$ cat src/rtl/fcl_loader_pkg.sv
// -----------------------------------------------------------------------------
// fcl_loader_pkg
// Shared definitions for the SRAM-to-register-file weight loader:
//   - loader_state_e : FSM state encoding (IDLE, ISSUE, DRAIN, DONE)
//   - RD_LAT_MIN/MAX : legal range of the SRAM read latency
//   - eff_depth()    : maps a requested word count to the number actually
//                      loaded (0 or anything beyond the file size = full file)
// -----------------------------------------------------------------------------
package fcl_loader_pkg;

  typedef enum logic [1:0] {
    ST_IDLE  = 2'd0,
    ST_ISSUE = 2'd1,
    ST_DRAIN = 2'd2,
    ST_DONE  = 2'd3
  } loader_state_e;

  localparam int RD_LAT_MIN = 1;
  localparam int RD_LAT_MAX = 3;

  // A request of 0 is shorthand for "the whole filter"; oversize requests are
  // clamped so the loader never addresses past the end of a filter.
  function automatic int eff_depth(input int req, input int max_depth);
    if (req == 0 || req > max_depth) begin
      return max_depth;
    end
    return req;
  endfunction

endpackage

$ cat src/rtl/sram_rd_lat_pipe.sv
// -----------------------------------------------------------------------------
// sram_rd_lat_pipe
// Tracks outstanding SRAM reads: a DEPTH-stage shift pipe of {valid, index}.
// An entry pushed in the cycle the read strobe is high appears on the output
// exactly DEPTH cycles later, i.e. in the cycle the read data is on the bus.
//
// Ports:
//   clk      in   clock, rising edge
//   rst_n    in   asynchronous active-low reset (pipe empty)
//   i_flush  in   drop every outstanding entry at the next edge
//   i_valid  in   a read is issued this cycle
//   i_idx    in   word index of that read
//   o_valid  out  the oldest entry is due this cycle
//   o_idx    out  word index of that entry
// -----------------------------------------------------------------------------
module sram_rd_lat_pipe #(
  parameter int DEPTH = 1,
  parameter int IDXW  = 3
) (
  input  logic            clk,
  input  logic            rst_n,
  input  logic            i_flush,
  input  logic            i_valid,
  input  logic [IDXW-1:0] i_idx,
  output logic            o_valid,
  output logic [IDXW-1:0] o_idx
);

  genvar gi;
  generate
    for (gi = 0; gi < DEPTH; gi++) begin : g_stage
      logic            r_vld;
      logic [IDXW-1:0] r_idx;
      logic            w_vld_in;
      logic [IDXW-1:0] w_idx_in;

      if (gi == 0) begin : g_head
        assign w_vld_in = i_valid;
        assign w_idx_in = i_idx;
      end else begin : g_body
        assign w_vld_in = g_stage[gi-1].r_vld;
        assign w_idx_in = g_stage[gi-1].r_idx;
      end

      always_ff @(posedge clk or negedge rst_n) begin
        if (!rst_n) begin
          r_vld <= 1'b0;
          r_idx <= '0;
        end else if (i_flush) begin
          r_vld <= 1'b0;
          r_idx <= '0;
        end else begin
          r_vld <= w_vld_in;
          r_idx <= w_idx_in;
        end
      end
    end
  endgenerate

  assign o_valid = g_stage[DEPTH-1].r_vld;
  assign o_idx   = g_stage[DEPTH-1].r_idx;

endmodule

$ cat src/rtl/sram_to_regfile_loader.sv
// -----------------------------------------------------------------------------
// sram_to_regfile_loader
// Loads one filter's weights from a multi-bank SRAM into a flat register file
// consumed by the MAC array. A start pulse in IDLE latches the filter and the
// effective depth D, issues D consecutive reads, captures each returning word
// (all banks at once) into its row, then pulses done and raises reg_valid.
// Abort returns to IDLE at once from any state without a done pulse.
//
// Ports:
//   loader_clk          in   clock, rising edge
//   loader_rst_b        in   asynchronous active-low reset
//   loader_start_i      in   start pulse, honoured only in IDLE
//   loader_abort_i      in   abort, beats start and normal progress
//   loader_filter_i     in   filter select, latched at start
//   loader_depth_i      in   words to load, latched at start (0/oversize=full)
//   loader_ram_ce_o     out  SRAM read strobe
//   loader_ram_addr_o   out  {filter, word index}
//   loader_ram_rdata_i  in   read data, bank 0 in LSBs, RD_LAT after ce
//   loader_reg_data_o   out  register file, row r bank b at (r*NUM_BANK+b)*W
//   loader_busy_o       out  high from first issue through last capture
//   loader_done_o       out  one-cycle pulse after the last capture
//   loader_reg_valid_o  out  register file holds a complete load
// -----------------------------------------------------------------------------
module sram_to_regfile_loader
  import fcl_loader_pkg::*;
#(
  parameter int NUM_FILTER = 6,
  parameter int FLT_W      = 3,
  parameter int NUM_BANK   = 2,
  parameter int RAM_DEPTH  = 5,
  parameter int RAM_ADDRW  = 3,
  parameter int RAM_WIDTH  = 40,
  parameter int RD_LAT     = 1
) (
  input  logic                                    loader_clk,
  input  logic                                    loader_rst_b,
  input  logic                                    loader_start_i,
  input  logic                                    loader_abort_i,
  input  logic [FLT_W-1:0]                        loader_filter_i,
  input  logic [RAM_ADDRW-1:0]                    loader_depth_i,
  output logic                                    loader_ram_ce_o,
  output logic [FLT_W+RAM_ADDRW-1:0]              loader_ram_addr_o,
  input  logic [NUM_BANK*RAM_WIDTH-1:0]           loader_ram_rdata_i,
  output logic [NUM_BANK*RAM_DEPTH*RAM_WIDTH-1:0] loader_reg_data_o,
  output logic                                    loader_busy_o,
  output logic                                    loader_done_o,
  output logic                                    loader_reg_valid_o
);

  // One extra bit so a depth equal to 2**RAM_ADDRW is still representable.
  localparam int DW    = RAM_ADDRW + 1;
  localparam int ROW_W = NUM_BANK * RAM_WIDTH;

  // Configuration sanity: reject parameter sets the address map cannot hold.
  generate
    if ((1 << FLT_W) < NUM_FILTER) begin : g_bad_flt_w
      $error("FLT_W is too narrow to select NUM_FILTER filters");
    end
    if ((1 << RAM_ADDRW) < RAM_DEPTH) begin : g_bad_addrw
      $error("RAM_ADDRW is too narrow to index RAM_DEPTH words");
    end
    if (RD_LAT < RD_LAT_MIN || RD_LAT > RD_LAT_MAX) begin : g_bad_lat
      $error("RD_LAT outside the supported range");
    end
  endgenerate

  loader_state_e          r_state;
  loader_state_e          w_state_next;
  logic [FLT_W-1:0]       r_flt;
  logic [RAM_ADDRW-1:0]   r_idx;
  logic [RAM_ADDRW-1:0]   r_last;      // index of the final word, D-1
  logic                   r_reg_valid;

  logic [DW-1:0]          w_depth_eff;
  logic                   w_start_ok;
  logic                   w_issue;
  logic                   w_pipe_valid;
  logic [RAM_ADDRW-1:0]   w_pipe_idx;
  logic                   w_last_cap;

  assign w_depth_eff = DW'(eff_depth(int'(loader_depth_i), RAM_DEPTH));
  assign w_start_ok  = (r_state == ST_IDLE) && loader_start_i && !loader_abort_i;
  // Abort gates the strobe combinationally so no read leaves in that cycle.
  assign w_issue     = (r_state == ST_ISSUE) && !loader_abort_i;
  // Indices within a load are unique, so the last index leaving the pipe
  // marks the final capture.
  assign w_last_cap  = w_pipe_valid && (w_pipe_idx == r_last);

  sram_rd_lat_pipe #(
    .DEPTH (RD_LAT),
    .IDXW  (RAM_ADDRW)
  ) u_pipe (
    .clk     (loader_clk),
    .rst_n   (loader_rst_b),
    .i_flush (loader_abort_i),
    .i_valid (w_issue),
    .i_idx   (r_idx),
    .o_valid (w_pipe_valid),
    .o_idx   (w_pipe_idx)
  );

  always_comb begin
    w_state_next = r_state;
    if (loader_abort_i) begin
      w_state_next = ST_IDLE;
    end else begin
      case (r_state)
        ST_IDLE:  if (loader_start_i) w_state_next = ST_ISSUE;
        ST_ISSUE: if (r_idx == r_last) w_state_next = ST_DRAIN;
        ST_DRAIN: if (w_last_cap) w_state_next = ST_DONE;
        ST_DONE:  w_state_next = ST_IDLE;
        default:  w_state_next = ST_IDLE;
      endcase
    end
  end

  always_ff @(posedge loader_clk or negedge loader_rst_b) begin
    if (!loader_rst_b) begin
      r_state     <= ST_IDLE;
      r_flt       <= '0;
      r_idx       <= '0;
      r_last      <= '0;
      r_reg_valid <= 1'b0;
    end else begin
      r_state <= w_state_next;

      // The index stops on the last word so the address holds while ce is low.
      if (w_start_ok) begin
        r_flt  <= loader_filter_i;
        r_idx  <= '0;
        r_last <= RAM_ADDRW'(w_depth_eff - DW'(1));
      end else if (w_issue && (r_idx != r_last)) begin
        r_idx <= r_idx + RAM_ADDRW'(1);
      end

      if (loader_abort_i || w_start_ok) begin
        r_reg_valid <= 1'b0;
      end else if ((r_state == ST_DRAIN) && w_last_cap) begin
        r_reg_valid <= 1'b1;
      end
    end
  end

  // Register file: each row is written whole (all banks) on capture, cleared
  // at start when it lies beyond the new depth, and otherwise left alone so
  // an aborted load keeps whatever it already captured.
  genvar gi;
  generate
    for (gi = 0; gi < RAM_DEPTH; gi++) begin : g_row
      localparam logic [DW-1:0]        ROW_D = DW'(gi);
      localparam logic [RAM_ADDRW-1:0] ROW_I = RAM_ADDRW'(gi);
      logic [ROW_W-1:0] r_row;

      always_ff @(posedge loader_clk or negedge loader_rst_b) begin
        if (!loader_rst_b) begin
          r_row <= '0;
        end else if (w_start_ok && (ROW_D >= w_depth_eff)) begin
          r_row <= '0;
        end else if (w_pipe_valid && (w_pipe_idx == ROW_I)) begin
          r_row <= loader_ram_rdata_i;
        end
      end

      assign loader_reg_data_o[gi*ROW_W +: ROW_W] = r_row;
    end
  endgenerate

  assign loader_ram_ce_o    = w_issue;
  assign loader_ram_addr_o  = {r_flt, r_idx};
  assign loader_busy_o      = (r_state == ST_ISSUE) || (r_state == ST_DRAIN);
  assign loader_done_o      = (r_state == ST_DONE) && !loader_abort_i;
  assign loader_reg_valid_o = r_reg_valid;

endmodule
$ cat config.mk
export PLATFORM = sky130hd
export DESIGN_NAME = sram_to_regfile_loader
export DESIGN_NICKNAME = d
export VERILOG_FILES = /design/src/rtl/fcl_loader_pkg.sv /design/src/rtl/sram_rd_lat_pipe.sv /design/src/rtl/sram_to_regfile_loader.sv
export SDC_FILE = /design/constraint.sdc
export NUM_CORES = 1
export LEC_CHECK = 0
export ABC_AREA = 1
export ABC_CLOCK_PERIOD_IN_PS = 1900
export CORE_ASPECT_RATIO = 0.5
export CORE_UTILIZATION = 37
export DETAILED_ROUTE_END_ITERATION = 7
export PLACE_DENSITY = 0.65
export SLEW_MARGIN = 20
export SYNTH_ARGS = -nofsm -noshare
export SYNTH_HDL_FRONTEND = slang
export SYNTH_SLANG_ARGS = --single-unit
$ cat constraint.sdc
create_clock -name loader_clk -period 1.9 [get_ports loader_clk]
set_clock_uncertainty 0.15 [all_clocks]
set_input_delay 0.38 -clock loader_clk [delete_from_list [all_inputs] [get_ports loader_clk]]
set_output_delay 0.38 -clock loader_clk [all_outputs]
set_load 0.1 [all_outputs]
* Word level (Yosys, flattened, before mapping)
Index checks and enable logic that the tools add are counted.
Widths: inputs -> output; s select.
** Storage, ports and cells
- Bits in latches :: 0
- Input bits :: 90
- Register bits after elaboration :: 416
- Memory bits (read-only) :: 0
- Bits in writable memories :: 0
- Memories kept :: 0
- Output and inout bits :: 410
** Cells by class
- Shift operators :: 0
- Order comparisons :: 6
- Bitwise operators :: 0
- Multiply operators :: 0
- Eq/ne operators :: 13
- Add/subtract/negate cells :: 2
- Div/mod/pow operators :: 0
- Muxes and demuxes :: 24
- Reduce and logical (&&, ||, !) cells :: 32
** Operators by type and width (count)
- $mux 80 :: 10
- $logic_and 1x1->1 :: 17
- $mux 3 :: 5
- $reduce_bool 2->1 :: 7
- $mux 2 :: 4
- $pmux 2 s4 :: 1
- $eq 3x2->1 const B :: 2
- $eq 3x3->1 :: 2
- $ge 2x3->1 const A :: 2
- $logic_not 3->1 :: 2
- $ne 3x3->1 const B :: 2
- $eq 2x2->1 const B :: 2
- $ge 1x4->1 const A :: 1
- $mux 1 :: 4
- $add 3x1->3 const B :: 1
- $eq 3x1->1 const B :: 1
- $eq 3x3->1 const B :: 1
- $ge 1x3->1 const A :: 1
- $ge 3x3->1 const A :: 1
- $gt 3x3->1 const B :: 1
- $logic_or 1x1->1 :: 3
- $ne 3x2->1 const B :: 1
- $ne 3x3->1 :: 1
- $reduce_and 3->1 :: 1
- other kinds (4) :: 4

* Depth between registers and ports, before layout
Gate-level depths: netlist (run 1).
- Depth in word-level cells :: 7
- Gate-level depth with buffers :: 12
- Depth with buffers taken out :: 11

* Hierarchy
Synthesis (run 1) repeated with hierarchy kept, for this count alone.
** Unflattened totals
- Cells, all modules :: 1857
- Area total of the unflattened synthesis :: 16902.5 µm²
** Modules (own cells, without submodules)
- sram_to_regfile_loader :: instances 1, cells each 1845, area an instance 16772.3 µm²
- sram_rd_lat_pipe :: instances 1, cells each 12, area an instance 130.1 µm²

* Least setup slack after synthesis (run 1)
Ideal clock, no wire load.
- Path kind :: flip-flop to flip-flop
- Start point :: register r_state[1]
- End point :: register r_idx[2]
- Setup slack :: -992 ps
- Setup time :: 120 ps
- Cell stages (with the launch flop) :: 10
- Period minus slack after synthesis :: 2892 ps
- Data arrival time :: 2622 ps
- Data required time :: 1630 ps
- Cell sequence :: dfrtp_1 -> inv_1 -> ha_1 -> inv_1 -> nor2_1 -> nand2_1 -> nand2_1 -> inv_1 -> nand2_1 -> nand2_1
** On the way
- Cells in the longest elaborated chain, start to end :: 4
** Ends and longest elaborated chain
- start: declaration :: line sram_to_regfile_loader.sv:67 : loader_state_e r_state;
- start signal: assignment :: line sram_to_regfile_loader.sv:125 : r_state <= w_state_next;
- $eq 2x1->1 :: line sram_to_regfile_loader.sv:84 : assign w_issue = (r_state == ST_ISSUE) && !loader_abort_i;
- $logic_and 1x1->1 :: line sram_to_regfile_loader.sv:84
- named net loader_ram_ce_o :: line sram_to_regfile_loader.sv:41 : output logic loader_ram_ce_o,
- $logic_and 1x1->1 :: line sram_to_regfile_loader.sv:132 : end else if (w_issue && (r_idx != r_last)) begin
- $reduce_bool 2->1 (no source line)
- end signal: assignment :: line sram_to_regfile_loader.sv:133 : r_idx <= r_idx + RAM_ADDRW'(1);
- end: declaration :: line sram_to_regfile_loader.sv:70 : logic [RAM_ADDRW-1:0] r_idx;
The timed path passes the listed nets, and every way through them passes these cells.
A chain may end at the register's enable or synchronous reset.

* Worst setup path in the final report (run 1)
- Start point :: register r_state[1]
- End point :: register g_row[2].r_row[42]
** On the way
- Cells in the longest elaborated chain, start to end :: 5
** Ends and longest elaborated chain
- $logic_not 2->1 * :: line sram_to_regfile_loader.sv:82 : assign w_start_ok = (r_state == ST_IDLE) && loader_start_i && !loader_abort_i;
- $logic_and 1x1->1 * (2 in a row) :: line sram_to_regfile_loader.sv:82
- $logic_and 1x1->1 * :: line sram_to_regfile_loader.sv:157 : end else if (w_start_ok && (ROW_D >= w_depth_eff)) begin
- $mux 80 / $reduce_bool 2->1 (equally long branches)
- end signal: assignment :: line sram_to_regfile_loader.sv:160 : r_row <= loader_ram_rdata_i;
- end: declaration :: line sram_to_regfile_loader.sv:152 : logic [ROW_W-1:0] r_row;
Mark *: on every way between the ends. The rest lies on a longest branch, timed or not.

==> results of run 1 <==
-- cells by family after synthesis --
family	synth area share, %
fa+ha+maj	0.740
buf+inv	10.9
compound gates	17.4
xor+xnor	0.259
flops	61.6
simple gates	9.11
-- layout by cell type (no fill, tap or decap), types with 46 or more instances in the layout --
cell and count:
a21oi_1 130, clkdlybuf4s50_1 88, inv_1 308, clkbuf_16 46, nand2_1 322, buf_12 460, dfrtp_1 416, o21ai_2 83
o21ai_0 107, o21ai_1 128
-- layout make-up --
type | count | area (um2)
Inverter | 345 | 1300
Tap cell | 588 | 736
Timing Repair Buffer | 619 | 11100
Fill cell | 2962 | 13500
Clock buffer | 59 | 1150
Multi-Input combinational cell | 978 | 5980
Antenna cell | 2 | 5.00
Clock inverter | 10 | 100
Sequential cell | 416 | 10400
-- routing by layer --
layer	GRT usage, %	up-vias
li1	-	6987
met1	34.3	7889
met2	50.0	602
met3	4.52	247
met4	15.9	0
met5	0	-
-- cells in the mapped netlist (4+ instances only) --
master / count / share of area [%]
inv_1: 340 / 7.6
nor2_1: 14 / 0.31
nand3_1: 8 / 0.24
nand2_1: 362 / 8.0
dfrtp_1: 416 / 62
o22ai_1: 80 / 3.0
xnor2_1: 4 / 0.21
ha_1: 10 / 0.74
clkbuf_1: 65 / 1.4
nand4_1: 5 / 0.19
a21oi_1: 162 / 4.8
inv_2: 5 / 0.11
buf_2: 41 / 1.2
buf_4: 12 / 0.53
o21ai_0: 179 / 5.3
o21ai_1: 144 / 4.3
-- state kept, by name, indices dropped and copies added (netlist names) --
| signal | flops |
|---|---|
| r_state | 2 |
| r_idx | 3 |
| u_pipe.o_valid | 1 |
| r_last | 3 |
| g_row.r_row | 400 |
| loader_reg_valid_o | 1 |
| r_flt | 3 |
| u_pipe.o_idx | 3 |
-- metrics by stage --
| stage | area [um2] | util (%) | setup WS, ns | TNS [ns] | instances |
|---|---|---|---|---|---|
| after floorplan | 16900 | - | -0.0644 | -8.98 | 1855 |
| after global placement | 27300 | 61.6 | -0.590 | -201.24 | 2900 |
| after detailed placement | 27300 | 61.6 | -0.699 | -229.63 | 2900 |
| after CTS | 29800 | 67.2 | -0.244 | -48.59 | 3002 |
| after global routing | 30800 | 69.5 | -0.398 | -117.40 | 3017 |
| final | 30800 | 69.5 | -0.316 | -89.31 | 3017 |
-- worst max-delay path by stage --
stage                                 from                        endpoint  slack, ns  depth (start not counted)
floorplan                loader_depth_i[0]  g_row[4].r_row[10]$_DFFE_PN0P_      -0.06                          9
global placement         loader_depth_i[0]  g_row[1].r_row[74]$_DFFE_PN0P_      -0.59                         11
detailed placement       loader_depth_i[1]  g_row[0].r_row[75]$_DFFE_PN0P_      -0.70                         11
CTS                 r_state[1]$_DFFE_PN0P_                 loader_ram_ce_o      -0.24                          6
global route        r_state[1]$_DFFE_PN0P_   g_row[3].r_row[3]$_DFFE_PN0P_      -0.40                         13
finish              r_state[1]$_DFFE_PN0P_  g_row[2].r_row[42]$_DFFE_PN0P_      -0.32                         13
-- worst register-to-register path: stages, from the launching register on --
cell and delay [ns]:
dfrtp_1 0.40, inv_2 0.08, buf_6 0.10, ha_4 0.15, nand2_4 0.06, nor2_4 0.15
inv_2 0.07, nor2_4 0.14, buf_6 0.17, buf_8 0.17, nand2_8 0.14, clkbuf_16 0.23
nand2_1 0.07, inv_1 0.03
-- repair_timing --
action                                  CTS  global route
setup buffers                            13             9
hold endpoints to repair                416             0
endpoints found under the setup margin  399           404
cloned                                   19             9
pin swaps                                 6            16
hold buffers                              1             0
resized for setup                       169           245
==> results_dict.tcl, run 1 <==
set metrics [dict create \
    fin_ws_ns -0.316 \
    synth_cell_types 21 \
    ys_ff_latch 416 \
    drc 0 \
    yosysSeqAreaShare_pct 61.6 \
    final_hold_viol_count 0 \
    cp.arrival_ns 2.51 \
    first_pass_iters 6 \
    maxCapViolCount 0 \
    hold_slack_ns 0.170 \
    chipHeight_um 153 \
    routed-wl-met3_mm 3.65 \
    r2r_slack_ns -0.32 \
    avgSynthCellArea_um2 9.11 \
    hp-class "in -> async" \
    die_area_mm2 0.0466 \
    gr-usage-all-layers_pct 28.8 \
    cts_tree "built" \
    grt_pass1_wl_mm 101 \
    nets 2500 \
    rows 54 \
    synth-main-ff-cell "dfrtp_1" \
    yosys_warnings 0 \
    io_buffer_count 499 \
    async_flop_share_pct 100 \
    cp_max_fo 6 \
    worstMarginPinSlew_ns 0.481 \
    vias_per_cell 5.21 \
    root_buffer "clkbuf_16" \
    max_slew_margin_pct 67.7 \
    cpPeakStageDelay_ns 0.40 \
    grt_max_degree 91 \
    clk_pin_slew_worst_paths_ns 0.07 \
    coreArea_mm2 0.0443 \
    gp_congestion 0.872 \
    syn2layout_area_growth_pct 82.2 \
    htreeDepth 2 \
    path_cells "inv_2 -> buf_6 -> ha_4 -> nand2_4 -> nor2_4 -> inv_2 -> nor2_4 -> buf_6 -> buf_8 -> nand2_8 -> clkbuf_16 -> nand2_1 -> inv_1" \
    wl_per_cell_um 23.6 \
    initial_core_util_pct 38.1 \
    finalSetupViolCount 403 \
    cp_top_family "buffers and inverters" \
    crit_buf_inv 7 \
    period_share_pct 117 \
    fmax_mhz 451 \
    period_minus_slack_ns 2.22 \
    met1_length_mm 26.4 \
    cp-start-kind "flop" \
    cts_sinks 416 \
    critPathCaptureType "flop" \
    r2r_cells 13 \
    r2r_end "g_row[2].r_row[42]$_DFFE_PN0P_" \
    dp_hpwl_mm 44.3 \
    synth_edf_count 0 \
    crit_type "reg -> reg" \
    ant_nets 0 \
    cpMaxStageDelayCell "dfrtp_1" \
    violations "negative setup slack" \
    clock_latency_ns 0.55 \
    vias 15700 \
    wl_mm 71.1 \
    synthesis.nets 1955 \
    grt_pass1_vias 15300 \
    r2r_start "r_state[1]$_DFFE_PN0P_" \
    layout-drive-gt1-share_pct 35.1 \
    grt.overflow.total 0 \
    antenna_found_initial 2 \
    crit_required_ns 2.20 \
    ios 500 \
    clockBufferDepth 3 \
    drt_iter0_drc 1302 \
    status "complete, but fails checks" \
    dieWidth_um 304 \
    wl_met2_mm 36.2 \
    slew_viol_final 0 \
    top_layer "met4" \
    syn-cell-area_mm2 0.0169 \
    rsz0062_at_grt "yes" \
    synth_cells 1855 \
    cts_buffers 40 \
]
Power of run 1 is left out: the tool's default activity adds up to more than one toggle a clock period on the data nets, which glitch-free logic cannot reach.
==> inputs of run 2 (changes only) <==
- CAP_MARGIN: unset -> 25
- HOLD_SLACK_MARGIN: unset -> 0.03
==> results of run 2 <==
Final layout, timing and power as in run 1 (identical DEF).
Power of run 2 is left out for the same reason.
==> inputs of run 3 (changes only) <==
- CORE_MARGIN: unset -> 4
==> run 3 against run 2 <==
Compared with the run above: the run still ends with negative setup slack left; register-to-register slack improved by 0.09 ns; routed wire length increased by 8.3%; global-route usage decreased by 2.4 points; clock-buffer cell count increased by 2; worst setup slack improved by 0.071 ns; maximum frequency increased by 3.3%; worst hold slack improved by 0.017 ns; sequential cell count unchanged.
==> results_dict.tcl, run 3 (synthesis results as in run 1) <==
set metrics [dict create \
    status "complete, but fails checks" \
    violations "negative setup slack" \
    initial_core_util_pct 37.4 \
    rows 55 \
    fin_cells 3050 \
    antenna_found_initial 4 \
    io_buffer_count 499 \
    cp.depth 6 \
    drc 0 \
    hp-class "in -> async" \
    layout.cells.most_common "buf_12" \
    fin_ws_ns -0.245 \
    maxCapViolCount 0 \
    grt_max_degree 81 \
    cpPeakStageDelay_ns 0.38 \
    endpoint "loader_ram_ce_o" \
    crit_type "reg -> out" \
    root_buffer "clkbuf_16" \
    rsz0062_at_grt "yes" \
    final_hold_viol_count 0 \
    first_pass_iters 5 \
    period_share_pct 113 \
    vias 16200 \
    coreArea_mm2 0.0451 \
    cts_sinks 416 \
    cpMaxStageDelayCell "dfrtp_1" \
    htreeDepth 2 \
    r2r_slack_ns -0.23 \
    dieWidth_um 310 \
    grt_pass1_wl_mm 97.7 \
    grt.overflow.total 0 \
    largest_reg_flops 400 \
    cp.arrival_ns 1.61 \
    gp_congestion 0.903 \
    clk_pin_slew_worst_paths_ns 0.06 \
    cp-start-kind "flop" \
    finalSetupViolCount 328 \
    critPathCaptureType "output pin" \
    fmax_mhz 466 \
    r2r_cells 13 \
    cp_max_fo 2 \
    hold_slack_ns 0.187 \
    startpoint "r_state[1]$_DFFE_PN0P_" \
    syn2layout_area_growth_pct 91.6 \
    clock_latency_ns 0.54 \
    slew_viol_final 0 \
    crit_buf_inv 4 \
    cp_top_family "buffers and inverters" \
    layout-drive-gt1-share_pct 43.6 \
    ant_nets 0 \
    regMostFlops "g_row.r_row" \
    grt_pass1_vias 14900 \
    wl_mm 76.9 \
    wl_per_cell_um 25.2 \
    path_cells "inv_2 -> buf_6 -> ha_4 -> inv_2 -> nor2_4 -> buf_12" \
    dp_hpwl_mm 45.1 \
    ios 500 \
    crit_required_ns 1.37 \
    clockBufferDepth 3 \
    cts_buffers 40 \
    worstMarginPinSlew_ns 0.490 \
    chipHeight_um 159 \
    cts_tree "built" \
    max_slew_margin_pct 67.0 \
    r2r_end "g_row[3].r_row[11]$_DFFE_PN0P_" \
    crit_top_cell "inv_2" \
    vias_per_cell 5.30 \
    r2r_start "r_state[0]$_DFFE_PN0P_" \
    layout_common_cells "buf_12, dfrtp_1, nand2_1" \
    die_area_mm2 0.0494 \
    gr-usage-all-layers_pct 26.4 \
    drt_iter0_drc 1190 \
    post-place-cells 2906 \
    period_minus_slack_ns 2.14 \
    nets 2518 \
]
-- run 3: cell type report --
cell class | instances | area (um2)
Fill cell | 2752 | 12800
Timing Repair Buffer | 635 | 11400
Sequential cell | 416 | 10400
Multi-Input combinational cell | 980 | 7110
Inverter | 345 | 1300
Clock buffer | 61 | 1220
Tap cell | 598 | 748
Clock inverter | 11 | 185
Antenna cell | 4 | 10.0
-- run 3: repair_timing --
item                       in CTS  in global routing
resized for setup              41                703
gates cloned                   15                 30
setup endpoints to repair     205                351
pin swaps                       2                 44
setup buffers                   7                 21
hold endpoints to repair      334                  0
hold buffers                    1                  0
-- run 3: how the worst min path moves through the flow --
| stage | from | end | slack [ns] | depth (start not counted) |
|---|---|---|---|---|
| after floorplan | loader_rst_b | g_row[0].r_row[0]$_DFFE_PN0P_ | -0.07 | 0 |
| after global placement | loader_rst_b | g_row[2].r_row[6]$_DFFE_PN0P_ | 0.15 | 1 |
| after detailed placement | loader_rst_b | g_row[1].r_row[77]$_DFFE_PN0P_ | 0.15 | 1 |
| after CTS | loader_rst_b | g_row[1].r_row[77]$_DFFE_PN0P_ | 0.21 | 2 |
| after global routing | loader_rst_b | g_row[1].r_row[77]$_DFFE_PN0P_ | 0.20 | 2 |
| final | loader_rst_b | g_row[1].r_row[77]$_DFFE_PN0P_ | 0.19 | 2 |
-- run 3: metrics by stage --
step	TNS (ns)	worst slack [ns]	cell area [um2]	utilization (%)
2_1_floorplan	-8.98	-0.0644	16900	-
3_3_place_gp	-195.72	-0.598	27300	60.4
3_5_place_dp	-205.61	-0.612	27300	60.4
4_1_cts	-23.63	-0.202	29200	64.8
5_1_grt	-69.40	-0.328	32400	71.7
6_report	-44.31	-0.245	32400	71.7
-- run 3: metal layers --
layer / routed length (um) / part of all wire [%] / GRT usage [%] / vias to the layer above
li1: - / - / - / 7032
met1: 27600 / 36 / 30.6 / 8206
met2: 39300 / 51 / 46.2 / 645
met3: 4050 / 5.3 / 3.88 / 292
met4: 5890 / 7.7 / 16.0 / 0
met5: 0 / 0 / 0 / -
Power of run 3 is left out for the same reason.
